==> config.mk <==
export PLATFORM = sky130hd
export DESIGN_NAME = demux1_4_3
export DESIGN_NICKNAME = d
export VERILOG_FILES = /design/src/rtl/cpu_pkg.sv /design/src/rtl/fifo2_3.sv /design/src/rtl/demux1_4_3.sv
export SDC_FILE = /design/constraint.sdc
export NUM_CORES = 1
export LEC_CHECK = 0
export CAP_MARGIN = 0
export CORE_MARGIN = 2
export CORE_UTILIZATION = 43
export DETAILED_ROUTE_END_ITERATION = 6
export PLACE_DENSITY = 0.66
export SYNTH_ARGS = -nofsm -noshare
export SYNTH_HDL_FRONTEND = slang
export SYNTH_HIERARCHICAL = 1
export SYNTH_SLANG_ARGS = --single-unit
export TNS_END_PERCENT = 50
==> constraint.sdc <==
create_clock -name clk -period 2.28 [get_ports clk]
set_clock_uncertainty 0.05 [all_clocks]
set_input_delay 0.456 -clock clk [delete_from_list [all_inputs] [get_ports clk]]
set_output_delay 0.456 -clock clk [all_outputs]
set_load 0.02 [all_outputs]
==> src/rtl/cpu_pkg.sv <==
// Shared constants for the 1-to-4 demultiplexer slice.
//   CP_WIDTH  : default payload width in bits
//   CP_DEPTH  : entries per output-channel FIFO (only 2 is supported)
//   CP_NUM_CH : number of output channels
//   CP_CNT_W  : width of a per-channel occupancy count (holds 0..CP_DEPTH)
package cpu_pkg;
   localparam int CP_WIDTH  = 3;
   localparam int CP_DEPTH  = 2;
   localparam int CP_NUM_CH = 4;
   localparam int CP_CNT_W  = 2;
endpackage : cpu_pkg

==> src/rtl/fifo2_3.sv <==
// Two-entry FIFO used for each demux output channel.
// Ports:
//   clk    : rising-edge clock
//   rst_n  : synchronous active-low reset; clears storage, pointers and count
//   push   : write din this cycle (ignored when full)
//   pop    : drop the head this cycle (ignored when empty)
//   din    : payload to write
//   dout   : head entry, forced to 0 while empty
//   count  : registered occupancy 0..2
module fifo2_3
   import cpu_pkg::*;
#(
   parameter int WIDTH = CP_WIDTH
) (
   input  logic                clk,
   input  logic                rst_n,
   input  logic                push,
   input  logic                pop,
   input  logic [WIDTH-1:0]    din,
   output logic [WIDTH-1:0]    dout,
   output logic [CP_CNT_W-1:0] count
);

   localparam logic [CP_CNT_W-1:0] FULL = CP_CNT_W'(CP_DEPTH);

   logic [WIDTH-1:0]    mem_q [2];
   logic [WIDTH-1:0]    mem_d [2];
   logic                rd_ptr_q, rd_ptr_d;
   logic                wr_ptr_q, wr_ptr_d;
   logic [CP_CNT_W-1:0] count_q, count_d;
   logic                do_push, do_pop;

   always_comb begin
      mem_d    = mem_q;
      rd_ptr_d = rd_ptr_q;
      wr_ptr_d = wr_ptr_q;
      count_d  = count_q;
      do_push  = push && (count_q != FULL);
      do_pop   = pop && (count_q != '0);
      if (do_push) begin
         mem_d[wr_ptr_q] = din;
         wr_ptr_d        = ~wr_ptr_q;
      end
      if (do_pop) begin
         rd_ptr_d = ~rd_ptr_q;
      end
      // Simultaneous push and pop leaves the count unchanged; the pushed
      // entry lands in the slot the read pointer advances to.
      case ({do_push, do_pop})
         2'b10:   count_d = count_q + 1'b1;
         2'b01:   count_d = count_q - 1'b1;
         default: count_d = count_q;
      endcase
   end

   always_ff @(posedge clk) begin
      if (!rst_n) begin
         mem_q[0] <= '0;
         mem_q[1] <= '0;
         rd_ptr_q <= 1'b0;
         wr_ptr_q <= 1'b0;
         count_q  <= '0;
      end else begin
         mem_q[0] <= mem_d[0];
         mem_q[1] <= mem_d[1];
         rd_ptr_q <= rd_ptr_d;
         wr_ptr_q <= wr_ptr_d;
         count_q  <= count_d;
      end
   end

   assign dout  = (count_q != '0) ? mem_q[rd_ptr_q] : '0;
   assign count = count_q;

endmodule : fifo2_3

==> src/rtl/demux1_4_3.sv <==
// 1-to-4 demultiplexer with a 2-entry FIFO per output channel.
// Handshake: a transfer happens on a rising edge where valid and ready are
// both high; the producer holds its payload until then and the consumer may
// raise ready at any time. in_ready depends only on in_sel and registered
// occupancy, never on out_ready.
// Ports:
//   clk, rst_n        : clock and synchronous active-low reset
//   in_data, in_sel   : payload and destination channel 0..3
//   in_valid/in_ready : input handshake
//   o0..o3            : head entry of each channel (0 while empty)
//   out_valid         : bit k set when channel k holds an entry
//   out_ready         : bit k set when the consumer of channel k takes its head
//   busy              : any channel non-empty
module demux1_4_3
   import cpu_pkg::*;
#(
   parameter int WIDTH = CP_WIDTH,
   parameter int DEPTH = CP_DEPTH
) (
   input  logic             clk,
   input  logic             rst_n,
   input  logic [WIDTH-1:0] in_data,
   input  logic [1:0]       in_sel,
   input  logic             in_valid,
   output logic             in_ready,
   output logic [WIDTH-1:0] o0,
   output logic [WIDTH-1:0] o1,
   output logic [WIDTH-1:0] o2,
   output logic [WIDTH-1:0] o3,
   output logic [3:0]       out_valid,
   input  logic [3:0]       out_ready,
   output logic             busy
);

   localparam logic [CP_CNT_W-1:0] FULL = CP_CNT_W'(DEPTH);

   logic [CP_CNT_W-1:0] cnt  [CP_NUM_CH];
   logic [WIDTH-1:0]    head [CP_NUM_CH];
   logic [3:0]          push;
   logic [3:0]          pop;

   assign in_ready = (cnt[in_sel] != FULL);

   for (genvar k = 0; k < CP_NUM_CH; k++) begin : g_ch
      assign push[k]      = in_valid && in_ready && (in_sel == 2'(k));
      assign out_valid[k] = (cnt[k] != '0);
      assign pop[k]       = out_valid[k] && out_ready[k];

      fifo2_3 #(
         .WIDTH (WIDTH)
      ) u_fifo (
         .clk   (clk),
         .rst_n (rst_n),
         .push  (push[k]),
         .pop   (pop[k]),
         .din   (in_data),
         .dout  (head[k]),
         .count (cnt[k])
      );
   end

   assign o0   = head[0];
   assign o1   = head[1];
   assign o2   = head[2];
   assign o3   = head[3];
   assign busy = |out_valid;

endmodule : demux1_4_3

---- Yosys cells after proc, flatten, opt, wreduce, memory -nomap -nowiden ----
Index checks and enable logic that the tools add are counted.
operators by class
  add/sub/neg operators ................... 8
  bitwise gates (word level) .............. 17
  $lt $le $gt $ge ......................... 13
  eq/ne operators ......................... 16
  reductions and logical operators ........ 31
  multiplexer cells ....................... 35
operators with widths
  cell                   count
  $mux W3                20
  $bwmux W6              4
  $logic_and A1 B1 Y1    21
  $ge A2 B2 Y1 const B   8
  $not A1 Y2             8
  $pmux W2 S2            4
  $reduce_bool A2 Y1     8
  $demux W3 S1           4
  $eq A2 B2 Y1 const B   6
  $eq A2 B1 Y1 const B   5
  $ne A2 B2 Y1 const B   5
  $add A2 B1 Y2 const B  4
  $lt A2 B1 Y1 const B   4
  $not A1 Y1             8
  $sub A2 B1 Y2 const B  4
  $bmux W2 S2            1
  $mux W2                2
  $reduce_or A4 Y1       1
  $ge A3 B3 Y1 const B   1
  $not A2 Y3             1
  $logic_not A2 Y1       1
word-level totals
  register bits after elaboration ......... 40
  input bits .............................. 12
  logic and storage cells ................. 140
  output and inout port bits .............. 18

---- Longest topological paths before layout ----
Gate-level depths: netlist of run 1.
  word-level depth ........................ 10
  gate-level depth with buffers ........... 8
  gate-level depth less buffers ........... 8

---- Modules after synthesis ----
Netlist of run 1, hierarchy kept.
by module, submodules not included
  module      cells an instance  instances  area each (um2)  sequential area each (um2)
  fifo2_3     53                 4          473.0            200.2
  demux1_4_3  18                 1          151.4            0.0

---- Worst setup path before layout of run 1 ----
No wires, ideal clock.
  kind .................................... register to register
  start ................................... reg g_ch[1].u_fifo.count_q[0]
  end ..................................... reg g_ch[1].u_fifo.count_q[1]
  data arrival time ....................... 1.841 ns
  data required time ...................... 2.160 ns
  buffers on the path ..................... 0
  library setup time ...................... 0.070 ns
  stages on the path, launching flop included .. 8
  clock period less this slack ............ 1.961 ns
  path slack .............................. 0.319 ns
  path through ............................ dfxtp_1 or2_2 and2_1 o21ai_0 inv_1 ha_1 or3_1 a21oi_1
between the ends
  elaborated cells between the ends (all ways) .. 17
  classes of those cells .................. add/sub: 2; eq/ne: 4; mux: 4; reduce/logical: 7
RTL lines
  element                                                   line              RTL
  start, declared                                           fifo2_3.sv:30     logic [CP_CNT_W-1:0] count_q, count_d;
  start signal, assigned                                    fifo2_3.sv:68     count_q <= count_d;
  $reduce_bool A2 Y1 (*)                                    demux1_4_3.sv:46  assign out_valid[k] = (cnt[k] != '0);
  net out_valid[1]                                          demux1_4_3.sv:30  output logic [3:0] out_valid,
  $logic_and A1 B1 Y1 (*)                                   demux1_4_3.sv:47  assign pop[k] = out_valid[k] && out_ready[k];
  net pop[1]                                                demux1_4_3.sv:40  logic [3:0] pop;
  $logic_and A1 B1 Y1 (*)                                   fifo2_3.sv:39     do_pop = pop && (count_q != '0);
  net g_ch[1].u_fifo.do_pop                                 fifo2_3.sv:31     logic do_push, do_pop;
  $eq A2 B1 Y1 / $eq A2 B2 Y1 (equally long branches)       fifo2_3.sv:49     case ({do_push, do_pop})
  $pmux W2 S2 / $reduce_bool A2 Y1 (equally long branches)  -
Mark *: on every way through the listed nets, which the timed path passes. The rest lies on a longest branch. The select of a mux whose other input is x is not followed.
A chain may end at the register's enable or synchronous reset.

---- Final worst setup path of run 1 ----
  start ................................... reg g_ch[3].u_fifo.count_q[0]
  end ..................................... out busy
between the ends
  cells in the longest elaborated chain, start to end .. 2
ends and longest elaborated chain
  element                 line              RTL
  start, declared         fifo2_3.sv:30
  start signal, assigned  fifo2_3.sv:68
  $reduce_bool A2 Y1      demux1_4_3.sv:46
  $reduce_or A4 Y1        demux1_4_3.sv:66  assign busy = |out_valid;
  end, declared           demux1_4_3.sv:32  output logic busy
No other way between the ends.

==> results of run 1 <==
-- cell families (layout without fill, tap and decap cells) --
kind of cell | after synthesis | count (layout) | synth area share, %
simple gates | 97 | 97 | 24.7
flops | 40 | 40 | 39.2
mux | 37 | 37 | 18.7
compound gates | 20 | 20 | 5.88
buf+inv | 20 | 66 | 3.92
xor+xnor | 12 | 12 | 5.14
fa+ha+maj | 4 | 4 | 2.45
-- per-layer routing --
layer / vias to the layer above / routed length [um] / GRT usage (%)
met3: 5 / 139 / 4.28
met1: 748 / 2050 / 22.4
met2: 25 / 1790 / 24.9
met4: 0 / 40 / 5.56
met5: - / 0 / 0
li1: 853 / - / -
-- repair_timing --
item                                   in CTS  in global routing
setup endpoints to repair                   2                  2
hold buffers                                0                  0
cloned                                      0                  0
resized for setup                           3                  2
endpoints found under the hold margin       0                  0
setup buffers                               0                  0
-- how the worst max path moves through the flow --
| stage | to | cells past startpoint | slack, ps |
|---|---|---|---|
| floorplan | g_ch[1].u_fifo/count[1]$_SDFFE_PN0P_ | 7 | 320 |
| global route | busy | 3 | 10 |
| detailed placement | in_ready | 3 | -220 |
| global placement | in_ready | 3 | -220 |
| finish | busy | 3 | 70 |
| CTS | in_ready | 3 | 20 |
-- final cells by class --
class	count	area share, %
clock buffers	8	3.47
inverters	8	1.16
multi-input cells	170	45.0
flip-flops and latches	40	30.8
well taps	54	2.60
repair buffers	50	17.0
-- worst max-delay path, delay by kind of cell, from the launching register on --
| kind | cells | cell delay (ps) |
|---|---|---|
| AND/OR/NAND/NOR | 2 | 770 |
| buffers and inverters | 1 | 330 |
| flip-flops | 1 | 310 |
-- flip-flops by register name (all words and copies together), names as in the netlist --
| name | flops |
|---|---|
| g_ch.u_fifo/count | 8 |
| g_ch.u_fifo/mem_q | 24 |
| g_ch.u_fifo/rd_ptr_q | 4 |
| g_ch.u_fifo/wr_ptr_q | 4 |
-- power groups by stage --
stage	logic, uW	clock network [uW]	registers [uW]
final	209	478	729
after global routing	230	529	732
after CTS	211	495	729
after detailed placement	213	0	746
after global placement	210	0	745
after floorplan	119	0	748
-- per-stage QoR --
step	worst slack [ps]	hold WS [ps]	TNS [ps]
global placement	-220	395	-475
CTS	23.6	409	0
global route	12.7	421	0
floorplan	319	384	0
finish	74.8	408	0
detailed placement	-223	399	-553
-- synth_stat cells (all sizes together) --
cell,count
xnor2,4
o21ai,8
dfxtp,40
mux2i,36
nor4bb,1
mux4,1
and4b,2
or2,4
nand2b,8
nand3b,4
or4,1
xor2,8
nor2,24
ha,4
buf,4
and4,1
and2,4
a21bo,4
or3,4
nand2,40
clkbuf,8
inv,8
a21oi,8
and3,4
==> flow_metrics.py, run 1 <==
metrics = {
    "power": {
        "p_leak_uw": 0.00106,
        "p_seq_share_pct": 51.5,
        "switchingPower_uw": 343,
        "netSwitchingFraction_pct": 24.2,
        "p_clk_share_pct": 33.7,
        "power_frac_comb_pct": 14.8,
        "internal_power_uw": 1070,
        "p_total_uw": 1420,
        "powerDensity_nw_per_um2": 545,
        "irDropWorstVdd_mv": 0.400,
    },
    "final_layout": {
        "final_cell_mix": "nand2_1, dfxtp_1, mux2i_1, clkdlybuf4s50_1, nor2_1",
        "syn_to_final_growth_pct": 27.2,
        "fin_cells": 330,
        "num_antenna_cells": 0,
        "regArea_um2": 801,
        "design_area_um2": 2600,
        "fin_nets": 291,
        "nFillCells": 430,
        "multi_input_area_um2": 1170,
        "utilization_pct": 55.8,
        "drive_gt1_share_pct": 15.2,
    },
    "drt": {
        "drt_iter0_drc": 41,
        "via_count": 1631,
        "viasPerCell": 4.94,
        "drt_wl_total_mm": 4.02,
        "antenna_left": 0,
        "first_pass_iters": 5,
        "drc": 0,
        "wl_per_cell_um": 12.2,
    },
    "sta": {
        "slew-limit-headroom_pct": 74.9,
        "post-route-min-period_ps": 2210,
        "timing.fmax_mhz": 453,
        "setup_violations": 0,
        "grt_setup_unrepaired": "no",
        "finalCritPeriodShare_pct": 96.7,
        "worst_pin_slew_ps": 376,
        "slew_viol_final": 0,
        "hold_viol": 0,
    },
    "logic_synthesis": {
        "synth_area_leader_cell": "dfxtp_1",
        "ys_types": 28,
        "syn_avg_cell_area_um2": 8.88,
        "yosysSeqAreaShare_pct": 39.2,
        "syn_inst": 230,
        "syn_nets": 246,
        "synth-seq-cells": 40,
        "synthTopCellsByArea": "dfxtp_1, mux2i_1, nand2_1, nor2_1, xor2_1",
        "yosysTopAreaCellShare_pct": 39.2,
        "yosysWarnings": 6,
        "netlist_area_um2": 2040,
    },
    "worst_setup_path": {
        "critPathCaptureType": "output pin",
        "rrSetupSlack_ps": 350,
        "required_ps": 1770,
        "cp.arrival_ps": 1700,
        "r2r-end": "g_ch[1].u_fifo/count[1]$_SDFFE_PN0P_",
        "reg2reg_depth": 7,
        "worstPathMaxFanout": 3,
        "cp-startpoint": "g_ch[3].u_fifo/count[0]$_SDFFE_PN0P_",
        "crit_chain": "or2_4, or4_4, dlygate4sd2_1",
        "r2r-start": "g_ch[1].u_fifo/count[0]$_SDFFE_PN0P_",
        "cpMaxStageDelayCell": "or4_4",
        "cpPeakStageDelay_ps": 510,
        "critPathLaunchType": "register",
        "worst-setup-path-type": "reg -> out",
    },
    "die": {
        "coreArea_um2": 4660,
        "die_w_um": 72.9,
        "ios": 30,
        "fp.dieH_um": 72.9,
        "dieArea_um2": 5320,
        "row_count": 25,
        "start_util_pct": 43.8,
    },
    "grt": {
        "first_global_vias": 1537,
        "antenna_found_initial": 0,
        "grt_usage_pct": 16.3,
        "grt_overflow_total": 0,
        "grt_max_degree": 41,
        "grt_pass1_wl_mm": 6.64,
    },
    "place": {
        "io_buffers": 29,
        "place_area_um2": 2510,
        "gp_routability_congestion": 0.784,
        "dp_hpwl_mm": 3.01,
        "dpl.cell_count": 322,
    },
    "run_status": {
        "outcome": "finished clean",
    },
    "clocking": {
        "clk_pin_slew_ps": 70,
        "clock_latency_ps": 280,
        "numCtsBuffers": 5,
        "cts_tree": "yes",
        "cts-root-buf": "clkbuf_8",
        "cts-htree-levels": 2,
        "clk_path_buf_depth": 2,
        "clock-sinks": 40,
    },
    "job": {
        "max_cap_violations": 0,
    },
    "min_path": {
        "min_to": "g_ch[2].u_fifo/mem_q[0]$_SDFFE_PN0P_",
        "hp-class": "reg -> reg",
        "hold_start": "g_ch[2].u_fifo/mem_q[0]$_SDFFE_PN0P_",
        "holdPathStages": 2,
    },
}
(Power assumes the default switching activity.)
==> inputs of run 2 (changes only) <==
--- a/config.mk
+++ b/config.mk
@@ -10,6 +10,7 @@
 export CORE_UTILIZATION = 43
 export DETAILED_ROUTE_END_ITERATION = 6
 export PLACE_DENSITY = 0.66
+export SETUP_SLACK_MARGIN = 0.1
 export SYNTH_ARGS = -nofsm -noshare
 export SYNTH_HDL_FRONTEND = slang
 export SYNTH_HIERARCHICAL = 1
==> flow_metrics.py, run 2 (same netlist as run 1, synthesis figures left out) <==
metrics = {
    "final_layout": {
        "largest_reg_flops": 24,
        "drive_gt1_share_pct": 16.3,
        "nFillCells": 432,
        "num_antenna_cells": 0,
        "syn_to_final_growth_pct": 27.2,
        "top_register": "g_ch.u_fifo/mem_q",
        "fin_nets": 291,
        "final_common_cell": "nand2_1",
        "final_cell_mix": "nand2_1, dfxtp_1, mux2i_1, clkdlybuf4s50_1, nor2_1",
        "design_area_um2": 2600,
        "utilization_pct": 55.8,
    },
    "clocking": {
        "numCtsBuffers": 5,
        "cts_hold_buf": 0,
        "clk_path_buf_depth": 2,
        "clock-sinks": 40,
        "cts_tree": "yes",
        "cts-root-buf": "clkbuf_8",
        "clk_pin_slew_ps": 70,
        "cts-htree-levels": 2,
        "clock_latency_ps": 280,
    },
    "sta": {
        "post-route-min-period_ps": 2120,
        "slew-limit-headroom_pct": 74.9,
        "hold_slack_ps": 408,
        "worst_slack_ps": 158,
        "hold_viol": 0,
        "finalCritPeriodShare_pct": 93.1,
        "setup_violations": 0,
        "slew_viol_final": 0,
        "timing.fmax_mhz": 471,
        "grt_setup_unrepaired": "yes",
        "worst_pin_slew_ps": 376,
    },
    "worst_setup_path": {
        "worstPathMaxFanout": 2,
        "required_ps": 1770,
        "critPathCaptureType": "output pin",
        "critPathLaunchType": "input port",
        "cpMaxStageDelayCell": "clkdlybuf4s50_1",
        "cp.arrival_ps": 1620,
        "worst-setup-path-type": "in -> out",
        "crit_chain": "clkdlybuf4s50_1, mux4_2, buf_2",
        "cpPeakStageDelay_ps": 500,
        "reg2reg_depth": 7,
    },
    "power": {
        "irDropWorstVdd_mv": 0.401,
        "p_leak_uw": 0.00106,
        "powerDensity_nw_per_um2": 545,
        "p_total_uw": 1420,
    },
    "grt": {
        "first_global_vias": 1537,
        "grt_overflow_total": 0,
        "antenna_found_initial": 0,
        "grt_max_degree": 41,
        "grt_usage_pct": 16.3,
        "grt_pass1_wl_mm": 6.64,
    },
    "die": {
        "ios": 30,
        "start_util_pct": 43.8,
        "coreArea_um2": 4660,
        "die_w_um": 72.9,
        "row_count": 25,
        "dieArea_um2": 5320,
        "fp.dieH_um": 72.9,
    },
    "place": {
        "dp_hpwl_mm": 3.01,
        "place_area_um2": 2510,
        "io_buffers": 29,
        "gp_routability_congestion": 0.784,
        "dpl_worst_slack_ps": -223,
    },
    "drt": {
        "wl_per_cell_um": 12.2,
        "viasPerCell": 4.95,
        "drc": 0,
        "first_pass_iters": 5,
        "drt_wl_total_mm": 4.03,
        "drt_iter0_drc": 40,
        "via_count": 1633,
        "antenna_left": 0,
    },
    "job": {
        "max_cap_violations": 0,
    },
    "min_path": {
        "holdPathStages": 2,
        "hp-class": "reg -> reg",
    },
    "run_status": {
        "outcome": "finished clean",
    },
}
[run 2: cell types whose count changed in the layout (fill, tap and decap cells not counted), sizes merged]
cell	delta
buf	+1
dlygate4sd2	-1
[run 2: timing repair]
item,in CTS,in global routing
resized for setup,5,5
endpoints found under the hold margin,0,0
endpoints found under the setup margin,2,11
pin swaps,0,0
setup buffers,0,0
[run 2: path summary, 6_finish.rpt]
kind                                                      startpoint                                   end  slack, ps
worst max register to register  g_ch[1].u_fifo/count[0]$_SDFFE_PN0P_  g_ch[1].u_fifo/count[1]$_SDFFE_PN0P_        350
worst min register to register  g_ch[2].u_fifo/mem_q[0]$_SDFFE_PN0P_  g_ch[2].u_fifo/mem_q[0]$_SDFFE_PN0P_        410
worst max-delay path                                       in_sel[1]                              in_ready        160
worst min-delay path            g_ch[2].u_fifo/mem_q[0]$_SDFFE_PN0P_  g_ch[2].u_fifo/mem_q[0]$_SDFFE_PN0P_        410
[run 2: cell type report]
class / count / area [um^2] / area share [%]
inverters: 8 / 30.0 / 1.16
repair buffers: 50 / 438 / 16.9
flip-flops and latches: 40 / 802 / 30.9
clock buffers: 8 / 90.1 / 3.47
multi-input cells: 170 / 1170 / 45.1
well taps: 54 / 67.6 / 2.60
[run 2: stage by stage]
step / setup TNS, ps / instances
floorplan: 0 / 230
global placement: -475 / 322
detailed placement: -553 / 322
CTS: 0 / 330
global route: 0 / 330
finish: 0 / 330
[run 2: worst max-delay path: cells and delay by family]
family	cells	cell delay (ps)
buf+inv	2	670
mux	1	490
[run 2: power breakdown]
part / switching [uW] / leakage, uW / total, uW / internal [uW]
combinational: 101 / 0.000692 / 209 / 108
sequential: 11.2 / 0.000325 / 729 / 718
clock: 231 / 0.0000455 / 477 / 247
total: 343 / 0.00106 / 1420 / 1070
[run 2: layer usage]
metal	global-route usage [%]	vias to the layer above	routed length [um]
li1	-	854	-
met1	22.4	747	2050
met2	24.9	27	1790
met3	4.28	5	146
met4	5.56	0	40
met5	0	-	0
